**config.mk**
```make
export PLATFORM = sky130hd
export DESIGN_NAME = cart_mem_sequencer_flat
export DESIGN_NICKNAME = d
export VERILOG_FILES = /design/src/rtl/cart_mem_sequencer_if.sv /design/src/rtl/cart_mem_sequencer.sv /design/src/flat_wrapper.sv
export SDC_FILE = /design/constraint.sdc
export NUM_CORES = 1
export LEC_CHECK = 0
export CORE_MARGIN = 2
export CORE_UTILIZATION = 49
export DETAILED_ROUTE_END_ITERATION = 8
export PLACE_DENSITY = 0.89
export SYNTH_ARGS = -nofsm -noshare
export SYNTH_HDL_FRONTEND = slang
export SYNTH_SLANG_ARGS = --single-unit
```
**constraint.sdc**
```tcl
create_clock -name clk -period 1.7 [get_ports clk]
set_input_delay 0.255 -clock clk [delete_from_list [all_inputs] [get_ports clk]]
set_output_delay 0.255 -clock clk [all_outputs]
set_load 0.05 [all_outputs]
```
**src/rtl/cart_mem_sequencer_if.sv**
```systemverilog
`default_nettype none
// ============================================================================
// Module      : cart_mem_sequencer_if
// Description : Bus bundle for the cart memory sequencer. Holds the mapper
//               PRG/CHR access side and the single-port memory request/ack
//               side. The master modport is the sequencer's view.
// Revision    : 1.0 - initial release
// ============================================================================
interface cart_mem_sequencer_if;
  // PRG side (mapper -> sequencer, data back)
  logic        prg_req;
  logic [21:0] prg_addr;
  logic        prg_we;
  logic [7:0]  prg_wdata;
  logic        prg_allow;
  logic [7:0]  prg_rdata;
  logic        prg_busy;
  // CHR side (read only)
  logic        chr_req;
  logic [21:0] chr_addr;
  logic [7:0]  chr_rdata;
  logic        chr_busy;
  // Memory controller side
  logic        mem_req;
  logic [21:0] mem_addr;
  logic        mem_we;
  logic [7:0]  mem_wdata;
  logic        mem_ack;
  logic [7:0]  mem_rdata;

  modport master (
    input  prg_req, prg_addr, prg_we, prg_wdata, prg_allow,
    output prg_rdata, prg_busy,
    input  chr_req, chr_addr,
    output chr_rdata, chr_busy,
    output mem_req, mem_addr, mem_we, mem_wdata,
    input  mem_ack, mem_rdata
  );

  modport slave (
    output prg_req, prg_addr, prg_we, prg_wdata, prg_allow,
    input  prg_rdata, prg_busy,
    output chr_req, chr_addr,
    input  chr_rdata, chr_busy,
    input  mem_req, mem_addr, mem_we, mem_wdata,
    output mem_ack, mem_rdata
  );
endinterface
`default_nettype wire

```
**src/rtl/cart_mem_sequencer.sv**
```systemverilog
`default_nettype none
// ============================================================================
// Module      : cart_mem_sequencer
// Description : Serialises mapper PRG and CHR accesses onto a single-port
//               cart memory request/ack bus. One pending slot per side,
//               round-robin on conflicts, write gating via prg_allow, and a
//               WAIT_ACK timeout that aborts a stalled access.
// Revision    : 1.0 - initial release
// ============================================================================
module cart_mem_sequencer #(
  parameter int TIMEOUT   = 64,
  parameter bit CHR_FIRST = 1'b1
) (
  input  logic                        clk,
  input  logic                        reset,
  cart_mem_sequencer_if.master        bus,
  output logic                        err_overflow,
  output logic                        err_timeout
);

  localparam int                 CNT_W    = $clog2(TIMEOUT) + 1;
  localparam logic [CNT_W-1:0]   CNT_LAST = CNT_W'(TIMEOUT - 1);

  localparam logic [0:0] S_IDLE = 1'b0;
  localparam logic [0:0] S_WAIT = 1'b1;

  logic [0:0]       state_q, state_d;
  logic             rr_q, rr_d;           // 1 = CHR wins the next conflict
  logic             side_q, side_d;       // side in flight, 1 = CHR
  logic [CNT_W-1:0] cnt_q, cnt_d;

  logic             prg_vld_q, prg_vld_d;
  logic [21:0]      prg_addr_q, prg_addr_d;
  logic             prg_we_q, prg_we_d;
  logic [7:0]       prg_wdata_q, prg_wdata_d;
  logic             chr_vld_q, chr_vld_d;
  logic [21:0]      chr_addr_q, chr_addr_d;

  logic             mem_req_q, mem_req_d;
  logic [21:0]      mem_addr_q, mem_addr_d;
  logic             mem_we_q, mem_we_d;
  logic [7:0]       mem_wdata_q, mem_wdata_d;

  logic [7:0]       prg_rdata_q, prg_rdata_d;
  logic [7:0]       chr_rdata_q, chr_rdata_d;
  logic             ovf_q, ovf_d;
  logic             to_q, to_d;

  logic             w_prg_take;
  logic             w_pick_chr;
  logic             w_prg_free;
  logic             w_chr_free;

  // Next-state: arbitration, access tracking and slot capture
  always_comb begin
    state_d     = state_q;
    rr_d        = rr_q;
    side_d      = side_q;
    cnt_d       = cnt_q;
    prg_vld_d   = prg_vld_q;
    prg_addr_d  = prg_addr_q;
    prg_we_d    = prg_we_q;
    prg_wdata_d = prg_wdata_q;
    chr_vld_d   = chr_vld_q;
    chr_addr_d  = chr_addr_q;
    mem_req_d   = mem_req_q;
    mem_addr_d  = mem_addr_q;
    mem_we_d    = mem_we_q;
    mem_wdata_d = mem_wdata_q;
    prg_rdata_d = prg_rdata_q;
    chr_rdata_d = chr_rdata_q;
    ovf_d       = ovf_q;
    to_d        = to_q;
    w_pick_chr  = 1'b0;
    w_prg_free  = 1'b0;
    w_chr_free  = 1'b0;

    // Disallowed writes vanish entirely; disallowed reads proceed
    w_prg_take = bus.prg_req && !(bus.prg_we && !bus.prg_allow);

    case (state_q)
      S_IDLE: begin
        // Nothing is in flight here, so any valid slot is pending. Using the
        // registered valid bits keeps same-cycle strobes out of this grant.
        if (prg_vld_q || chr_vld_q) begin
          if (prg_vld_q && chr_vld_q) begin
            w_pick_chr = rr_q;
            rr_d       = ~rr_q;
          end else begin
            w_pick_chr = chr_vld_q;
          end
          state_d   = S_WAIT;
          side_d    = w_pick_chr;
          cnt_d     = '0;
          mem_req_d = 1'b1;
          if (w_pick_chr) begin
            mem_addr_d  = chr_addr_q;
            mem_we_d    = 1'b0;
            mem_wdata_d = 8'h00;
          end else begin
            mem_addr_d  = prg_addr_q;
            mem_we_d    = prg_we_q;
            mem_wdata_d = prg_wdata_q;
          end
        end
      end
      S_WAIT: begin
        // The registered request falls on the ack edge, leaving an idle gap
        if (bus.mem_ack) begin
          state_d   = S_IDLE;
          mem_req_d = 1'b0;
          if (side_q) begin
            chr_rdata_d = bus.mem_rdata;
            w_chr_free  = 1'b1;
          end else begin
            if (!prg_we_q) prg_rdata_d = bus.mem_rdata;
            w_prg_free = 1'b1;
          end
        end else if (cnt_q == CNT_LAST) begin
          // Abort: reads return the open-bus value
          state_d   = S_IDLE;
          mem_req_d = 1'b0;
          to_d      = 1'b1;
          if (side_q) begin
            chr_rdata_d = 8'hFF;
            w_chr_free  = 1'b1;
          end else begin
            if (!prg_we_q) prg_rdata_d = 8'hFF;
            w_prg_free = 1'b1;
          end
        end else begin
          cnt_d = cnt_q + CNT_W'(1);
        end
      end
      default: state_d = S_IDLE;
    endcase

    // A slot freed this cycle is still occupied for a strobe in the same
    // cycle, so freeing and capturing never coincide.
    if (w_prg_free) prg_vld_d = 1'b0;
    if (w_chr_free) chr_vld_d = 1'b0;

    if (w_prg_take) begin
      if (prg_vld_q) begin
        ovf_d = 1'b1;
      end else begin
        prg_vld_d   = 1'b1;
        prg_addr_d  = bus.prg_addr;
        prg_we_d    = bus.prg_we;
        prg_wdata_d = bus.prg_wdata;
      end
    end

    if (bus.chr_req) begin
      if (chr_vld_q) begin
        ovf_d = 1'b1;
      end else begin
        chr_vld_d  = 1'b1;
        chr_addr_d = bus.chr_addr;
      end
    end
  end

  // State registers with synchronous reset
  always_ff @(posedge clk) begin
    if (reset) begin
      state_q     <= S_IDLE;
      rr_q        <= CHR_FIRST;
      side_q      <= 1'b0;
      cnt_q       <= '0;
      prg_vld_q   <= 1'b0;
      prg_addr_q  <= '0;
      prg_we_q    <= 1'b0;
      prg_wdata_q <= '0;
      chr_vld_q   <= 1'b0;
      chr_addr_q  <= '0;
      mem_req_q   <= 1'b0;
      mem_addr_q  <= '0;
      mem_we_q    <= 1'b0;
      mem_wdata_q <= '0;
      prg_rdata_q <= 8'hFF;
      chr_rdata_q <= 8'hFF;
      ovf_q       <= 1'b0;
      to_q        <= 1'b0;
    end else begin
      state_q     <= state_d;
      rr_q        <= rr_d;
      side_q      <= side_d;
      cnt_q       <= cnt_d;
      prg_vld_q   <= prg_vld_d;
      prg_addr_q  <= prg_addr_d;
      prg_we_q    <= prg_we_d;
      prg_wdata_q <= prg_wdata_d;
      chr_vld_q   <= chr_vld_d;
      chr_addr_q  <= chr_addr_d;
      mem_req_q   <= mem_req_d;
      mem_addr_q  <= mem_addr_d;
      mem_we_q    <= mem_we_d;
      mem_wdata_q <= mem_wdata_d;
      prg_rdata_q <= prg_rdata_d;
      chr_rdata_q <= chr_rdata_d;
      ovf_q       <= ovf_d;
      to_q        <= to_d;
    end
  end

  assign bus.prg_rdata = prg_rdata_q;
  assign bus.prg_busy  = prg_vld_q;
  assign bus.chr_rdata = chr_rdata_q;
  assign bus.chr_busy  = chr_vld_q;
  assign bus.mem_req   = mem_req_q;
  assign bus.mem_addr  = mem_addr_q;
  assign bus.mem_we    = mem_we_q;
  assign bus.mem_wdata = mem_wdata_q;
  assign err_overflow  = ovf_q;
  assign err_timeout   = to_q;

endmodule
`default_nettype wire

```
**src/flat_wrapper.sv**
```systemverilog
// flat-port wrapper written by rule: the top's interface ports become plain ports
module cart_mem_sequencer_flat 
#(
  parameter int TIMEOUT   = 64,
  parameter bit CHR_FIRST = 1'b1
)
  (clk, reset, err_overflow, err_timeout, bus_prg_req, bus_prg_addr, bus_prg_we, bus_prg_wdata, bus_prg_allow, bus_prg_rdata, bus_prg_busy, bus_chr_req, bus_chr_addr, bus_chr_rdata, bus_chr_busy, bus_mem_req, bus_mem_addr, bus_mem_we, bus_mem_wdata, bus_mem_ack, bus_mem_rdata);
  cart_mem_sequencer_if bus_i ();
  input  logic clk;
  input  logic reset;
  output logic err_overflow;
  output logic err_timeout;
  input wire logic [$bits(bus_i.prg_req)-1:0] bus_prg_req;
  input wire logic [$bits(bus_i.prg_addr)-1:0] bus_prg_addr;
  input wire logic [$bits(bus_i.prg_we)-1:0] bus_prg_we;
  input wire logic [$bits(bus_i.prg_wdata)-1:0] bus_prg_wdata;
  input wire logic [$bits(bus_i.prg_allow)-1:0] bus_prg_allow;
  output wire logic [$bits(bus_i.prg_rdata)-1:0] bus_prg_rdata;
  output wire logic [$bits(bus_i.prg_busy)-1:0] bus_prg_busy;
  input wire logic [$bits(bus_i.chr_req)-1:0] bus_chr_req;
  input wire logic [$bits(bus_i.chr_addr)-1:0] bus_chr_addr;
  output wire logic [$bits(bus_i.chr_rdata)-1:0] bus_chr_rdata;
  output wire logic [$bits(bus_i.chr_busy)-1:0] bus_chr_busy;
  output wire logic [$bits(bus_i.mem_req)-1:0] bus_mem_req;
  output wire logic [$bits(bus_i.mem_addr)-1:0] bus_mem_addr;
  output wire logic [$bits(bus_i.mem_we)-1:0] bus_mem_we;
  output wire logic [$bits(bus_i.mem_wdata)-1:0] bus_mem_wdata;
  input wire logic [$bits(bus_i.mem_ack)-1:0] bus_mem_ack;
  input wire logic [$bits(bus_i.mem_rdata)-1:0] bus_mem_rdata;
  assign bus_i.prg_req = bus_prg_req;
  assign bus_i.prg_addr = bus_prg_addr;
  assign bus_i.prg_we = bus_prg_we;
  assign bus_i.prg_wdata = bus_prg_wdata;
  assign bus_i.prg_allow = bus_prg_allow;
  assign bus_prg_rdata = bus_i.prg_rdata;
  assign bus_prg_busy = bus_i.prg_busy;
  assign bus_i.chr_req = bus_chr_req;
  assign bus_i.chr_addr = bus_chr_addr;
  assign bus_chr_rdata = bus_i.chr_rdata;
  assign bus_chr_busy = bus_i.chr_busy;
  assign bus_mem_req = bus_i.mem_req;
  assign bus_mem_addr = bus_i.mem_addr;
  assign bus_mem_we = bus_i.mem_we;
  assign bus_mem_wdata = bus_i.mem_wdata;
  assign bus_i.mem_ack = bus_mem_ack;
  assign bus_i.mem_rdata = bus_mem_rdata;
  cart_mem_sequencer #(.TIMEOUT(TIMEOUT), .CHR_FIRST(CHR_FIRST)) u_core (.clk(clk), .reset(reset), .bus(bus_i), .err_overflow(err_overflow), .err_timeout(err_timeout));
endmodule
```
# == Yosys cells after proc, flatten, opt, wreduce, memory -nomap -nowiden ==
# Index checks and enable logic that the tools add are counted.
# op_classes
add_sub_neg,1
mul,0
div_mod_pow,0
magnitude_cmp,0
n_eq_ne,5
shift,0
muxes,46
bitwise_logic,7
n_reduce_logical,16
# ops
operator,count
$mux W8,11
$mux W1,28
$mux W22,1
$mux W7,3
$pmux W7 S2,1
$reduce_and A3 Y1,4
$reduce_and A2 Y1,4
$add A7 B1 Y7 const B,1
$eq A7 B6 Y1 const B,1
$not A1 Y1,7
$ne A2 B2 Y1 const B,2
$pmux W1 S2,2
$reduce_and A4 Y1,1
$logic_and A1 B1 Y1,3
$ne A3 B3 Y1 const B,1
$logic_not A1 Y1,2
$ne A2 B1 Y1 const B,1
$reduce_bool A2 Y1,1
$logic_or A1 B1 Y1,1
# word_totals
reg_bits,115
latch_bits,0
ram_bits,0
romBits,0
inputBits,67
output_inout_bits,52
mem_count,0

# == Depth between registers and ports, before layout ==
# depth
depth_word,7
ltp_mapped,6
mapped_depth_nobuf,4

# == Least setup slack after synthesis ==
# No wires, ideal clock.
# synth_timing
kind,flip-flop to flip-flop
from,register u_core.prg_vld_q (netlist: u_core.bus.prg_busy)
to,register u_core.mem_addr_q[10] (netlist: u_core.bus.mem_addr[10])
setup_ps,74
t_arrival_ps,1583
required_time_ps,1626
path_slack_ps,43
stages_incl_launch_ff,7
path_buffers,3
cell_sequence,dfxtp_1 > buf_2 > o21ba_2 > buf_2 > clkbuf_1 > o21ai_0 > a31oi_1
# synth_via
elab_chain_cells,5
word_cells_on_any_way,7
classes_between,4 x mux; 3 x reduce/logical
# synth_lines
element,line,text
"start, declared",cart_mem_sequencer.sv:32,"logic prg_vld_q, prg_vld_d;"
"start signal, assigned",cart_mem_sequencer.sv:190,prg_vld_q <= prg_vld_d;
$logic_and A1 B1 Y1,cart_mem_sequencer.sv:86,if (prg_vld_q && chr_vld_q) begin
$mux W1,cart_mem_sequencer.sv:86,
$mux W1,cart_mem_sequencer.sv:85,if (prg_vld_q || chr_vld_q) begin
$mux W1,cart_mem_sequencer.sv:81,case (state_q)
$mux W22,cart_mem_sequencer.sv:96,if (w_pick_chr) begin
"end signal, assigned",cart_mem_sequencer.sv:197,mem_addr_q <= mem_addr_d;
"end, declared",cart_mem_sequencer.sv:40,"logic [21:0] mem_addr_q, mem_addr_d;"
# Parallel ways exist; a longest one is shown, timed or not. The select of a mux whose other input is x is not followed.
# A chain may end at the register's enable or synchronous reset.

# == Worst setup path after layout ==
# layout_timing
from,register u_core.cnt_q[1]
to,register u_core.prg_vld_q (netlist: u_core.bus.prg_busy)
# layout_via
elab_chain_cells,7
# layout_lines
element,line,text
"start, declared",cart_mem_sequencer.sv:30,"logic [CNT_W-1:0] cnt_q, cnt_d;"
"start signal, assigned",cart_mem_sequencer.sv:189,cnt_q <= cnt_d;
$eq A7 B6 Y1 *,cart_mem_sequencer.sv:119,end else if (cnt_q == CNT_LAST) begin
$mux W1 *,cart_mem_sequencer.sv:119,
$mux W1 *,cart_mem_sequencer.sv:109,if (bus.mem_ack) begin
$mux W1 *,cart_mem_sequencer.sv:81,
$mux W1 *,cart_mem_sequencer.sv:140,if (w_prg_free) prg_vld_d = 1'b0;
$mux W1,cart_mem_sequencer.sv:144,if (prg_vld_q) begin
$mux W1 *,cart_mem_sequencer.sv:143,if (w_prg_take) begin
# Every way passes the cells marked *; elsewhere a longest branch is shown, timed or not.

==> flow_summary.json <==
{
  "outcome": "finished, violations left",
  "failed_checks": "design-rule violations",
  "cts_post_setup_buffers_inserted": 0,
  "final-hold-violation-count": 0,
  "drt_drc_violations_left": 2,
  "cts_tree": "built",
  "regToRegEndpoint": "u_core.bus.prg_busy",
  "holdCritPathClass": "in -> reg",
  "r2r-start": "u_core.cnt_q[1]",
  "synth_sequential_area_ratio_pct": 48.0,
  "postRouteAntennaNets": 0,
  "number_of_placed_instances_taps_included": 772,
  "grt_first_pass_wirelength_mm": 23.6,
  "final.hold.worst_slack_ns": 0.121,
  "slew_headroom_pct": 69.6,
  "dpl.hpwl_mm": 9.51,
  "hold_crit_depth": 3,
  "finish.cell_count_without_fillers": 804,
  "aggregate_negative_setup_slack_ns": 0,
  "rsz0062_at_grt": "no",
  "power_per_cell_area_mw_per_mm2": 1170,
  "critical_path_arrival_ns": 1.92,
  "port_buffers": 118,
  "total_setup_violations_reported_at_the_end_of_the_flow": 0,
  "cts.reportedPaths.clkPinSlew_ns": 0.06,
  "filler_cell_count": 716,
  "grt_antenna_before_repair": 0,
  "crit_path_top_delay_cell": "sky130_fd_sc_hd__dfxtp_1",
  "die-area_mm2": 0.0106,
  "placementRows": 36,
  "finalCritPeriodShare_pct": 90.3,
  "max-vdd-ir-drop_mv": 0.696,
  "critPathLaunchType": "flop",
  "min_delay_worst_endpoint": "u_core.cnt_q[5]",
  "die_y_um": 103,
  "grt_max_degree": 54,
  "number_of_buffers_created_by_cts": 17,
  "first_global_vias": 4700,
  "layout-drive-gt1-share_pct": 18.9,
  "synthCells": 554,
  "timing.critical_path.buf_inv": 0,
  "finalNetCount": 726,
  "final_period_minus_worst_setup_slack_ns": 1.53,
  "htree_levels": 4,
  "first_pass_iters": 8,
  "syn_area_mm2": 0.00480,
  "post_synth.cell_area_avg_um2": 8.67,
  "crit_type": "reg -> reg",
  "hold_start": "reset",
  "ctsLongestPathBuffers": 2,
  "final_max_slew_viol_count": 0,
  "core_area_mm2": 0.00964,
  "die_x_um": 103,
  "ys_ff_latch": 115,
  "synthDistinctLibCells": 46,
  "overflow": 0,
  "antenna_cells": 0,
  "finalWirelength_mm": 15.1,
  "synthesis.yosys.warnings": 0,
  "path_delay_family": "compound AO/OA/AOI/OAI gates",
  "number_of_vias_after_detailed_routing": 5086,
  "route.detailed.wl_per_inst_um": 18.8,
  "ffs_w_async_s_r_synth_pct": 0,
  "clock-root-buffer": "sky130_fd_sc_hd__clkbuf_8",
  "r2r_setup_slack_ns": 0.17,
  "critPathRequiredTime_ns": 2.09,
  "max_clock_freq_mhz": 652,
  "drv_cap": 0,
  "syn2layout_area_growth_pct": 38.9,
  "top_ff_cell_synth": "sky130_fd_sc_hd__dfxtp_1",
  "worst_r2r_path_depth": 4,
  "leakage_nw": 2.45,
  "initial_utilization_pct": 49.8,
  "cts_hold_buffers": 0,
  "clk_latency_ns": 0.52,
  "gr-usage-all-layers_pct": 28.7,
  "mappedNetlistNets": 622,
  "synth-edff-count": 0,
  "gpl.final_weighted_congestion": 0.846,
  "clock_sink_count": 115,
  "vias_per_cell": 6.33,
  "critical_path_fanout_max": 10,
  "actual_transition_at_the_worst_max_transition_pin_ns": 0.456,
  "max_stage_delay_ns": 0.44,
  "io-pin-count": 119,
  "critPathCaptureType": "flop",
  "critical_path_cell_list": "ha_4, nand4b_4, o2bb2a_4, o311a_1",
  "drt-initial-drc-count": 497,
  "skew_ns": 0.0139
}
## cell usage after synthesis (all sizes together) (2+ instances only)
cell type,number,area [um^2]
a31oi,22,138
o32a,8,80.1
o2111ai,2,17.5
a21oi,67,335
inv,5,18.8
nor2,10,37.5
a311oi,2,17.5
o311ai,9,78.8
a211oi,2,15.0
nand2,57,214
o31ai,31,233
nand3,4,20.0
nor2b,4,25.0
buf,27,131
o21ai,57,289
clkbuf,37,139
o211ai,32,240
nand2b,5,31.3
dfxtp,115,2300
nand4,34,213
nand3b,3,22.5
nand4b,2,32.5
## layer usage
layer / track usage (%) / routed length (um) / up-vias
met3: 5.97 / 1500 / 46
met5: 0 / 0 / -
met1: 34.9 / 5660 / 2405
met4: 9.92 / 412 / 0
li1: - / - / 2298
met2: 50.4 / 7560 / 337
## how the worst max path moves through the flow
stage | startpoint | endpoint | slack [ns] | depth (start not counted)
detailed placement | bus_prg_we | u_core.prg_addr_q[19] | 0.07 | 5
finish | u_core.cnt_q[1] | u_core.bus.prg_busy | 0.17 | 4
global placement | bus_prg_allow | u_core.prg_wdata_q[1] | 0.16 | 5
CTS | u_core.cnt_q[0] | u_core.cnt_q[4] | 0.07 | 5
global route | u_core.cnt_q[1] | u_core.cnt_q[5] | 0.04 | 5
floorplan | u_core.bus.prg_busy | u_core.bus.mem_addr[10] | 0.04 | 6
## repair_timing
action / CTS / global route
endpoints found under the setup margin: 0 / 18
gates resized for setup: 0 / 5
endpoints found under the hold margin: 0 / 0
## flip-flops by register name, summed over array words and instances, names as in the netlist, 7 cells and up
name	count
u_core.chr_addr_q	22
u_core.prg_wdata_q	8
u_core.bus.chr_rdata	8
u_core.bus.mem_wdata	8
u_core.bus.mem_addr	22
u_core.prg_addr_q	22
u_core.bus.prg_rdata	8
u_core.cnt_q	7
## where the power goes
group	switching, mW	total, mW	internal, mW
logic	0.799	1.27	0.469
registers	0.129	2.99	2.86
clock network	1.20	3.54	2.34
total	2.13	7.80	5.67
## per-stage QoR
stage	util, %	worst slack [ns]	total power, mW	cell area (um^2)
after floorplan	-	0.0432	3.75	4800
after global placement	62.9	0.163	4.22	6060
after detailed placement	62.9	0.0674	4.27	6060
after CTS	69.0	0.0732	7.78	6650
after global routing	69.2	0.0382	8.02	6670
final	69.2	0.165	7.80	6670
## kinds of logic (layout without fill, tap and decap cells)
| family | Yosys count | count (layout) | share of synthesized area, % |
|---|---|---|---|
| adders and majority gates | 1 | 1 | 0.261 |
| buffers and inverters | 69 | 186 | 6.02 |
| AOI/OAI and AO/OA | 241 | 241 | 32.0 |
| DFF | 115 | 115 | 48.0 |
| and+or+nand+nor | 127 | 127 | 13.6 |
| xor gates and xnor gates | 1 | 1 | 0.182 |
## placed cells by master, fill, tap and decap left out, drive strengths merged, types with 9 or more instances in the layout
cell type and count:
o211ai 32, nand2 57, clkbuf 23, nor2 10, a31oi 22, buf 84, o311ai 9, nand4 34
a21oi 67, o21ai 57, o31ai 31, clkdlybuf4s50 65, dfxtp 115
## worst reg2reg max path, stage by stage, from the launching register on
cell and delay, ns:
sky130_fd_sc_hd__dfxtp_1 0.44, sky130_fd_sc_hd__ha_4 0.21, sky130_fd_sc_hd__nand4b_4 0.16, sky130_fd_sc_hd__o2bb2a_4 0.30
sky130_fd_sc_hd__o311a_1 0.30
## layout make-up
type	instances	area [um^2]	share of cell area, %
clock buffers	23	467	7.00
clock inverters	9	128	1.91
inverters	5	18.8	0.281
multi-input cells	370	2230	33.4
flip-flops and latches	115	2310	34.6
well taps	133	166	2.50
repair buffers	149	1350	20.3
Note: power is estimated with default switching activity, not from simulation.
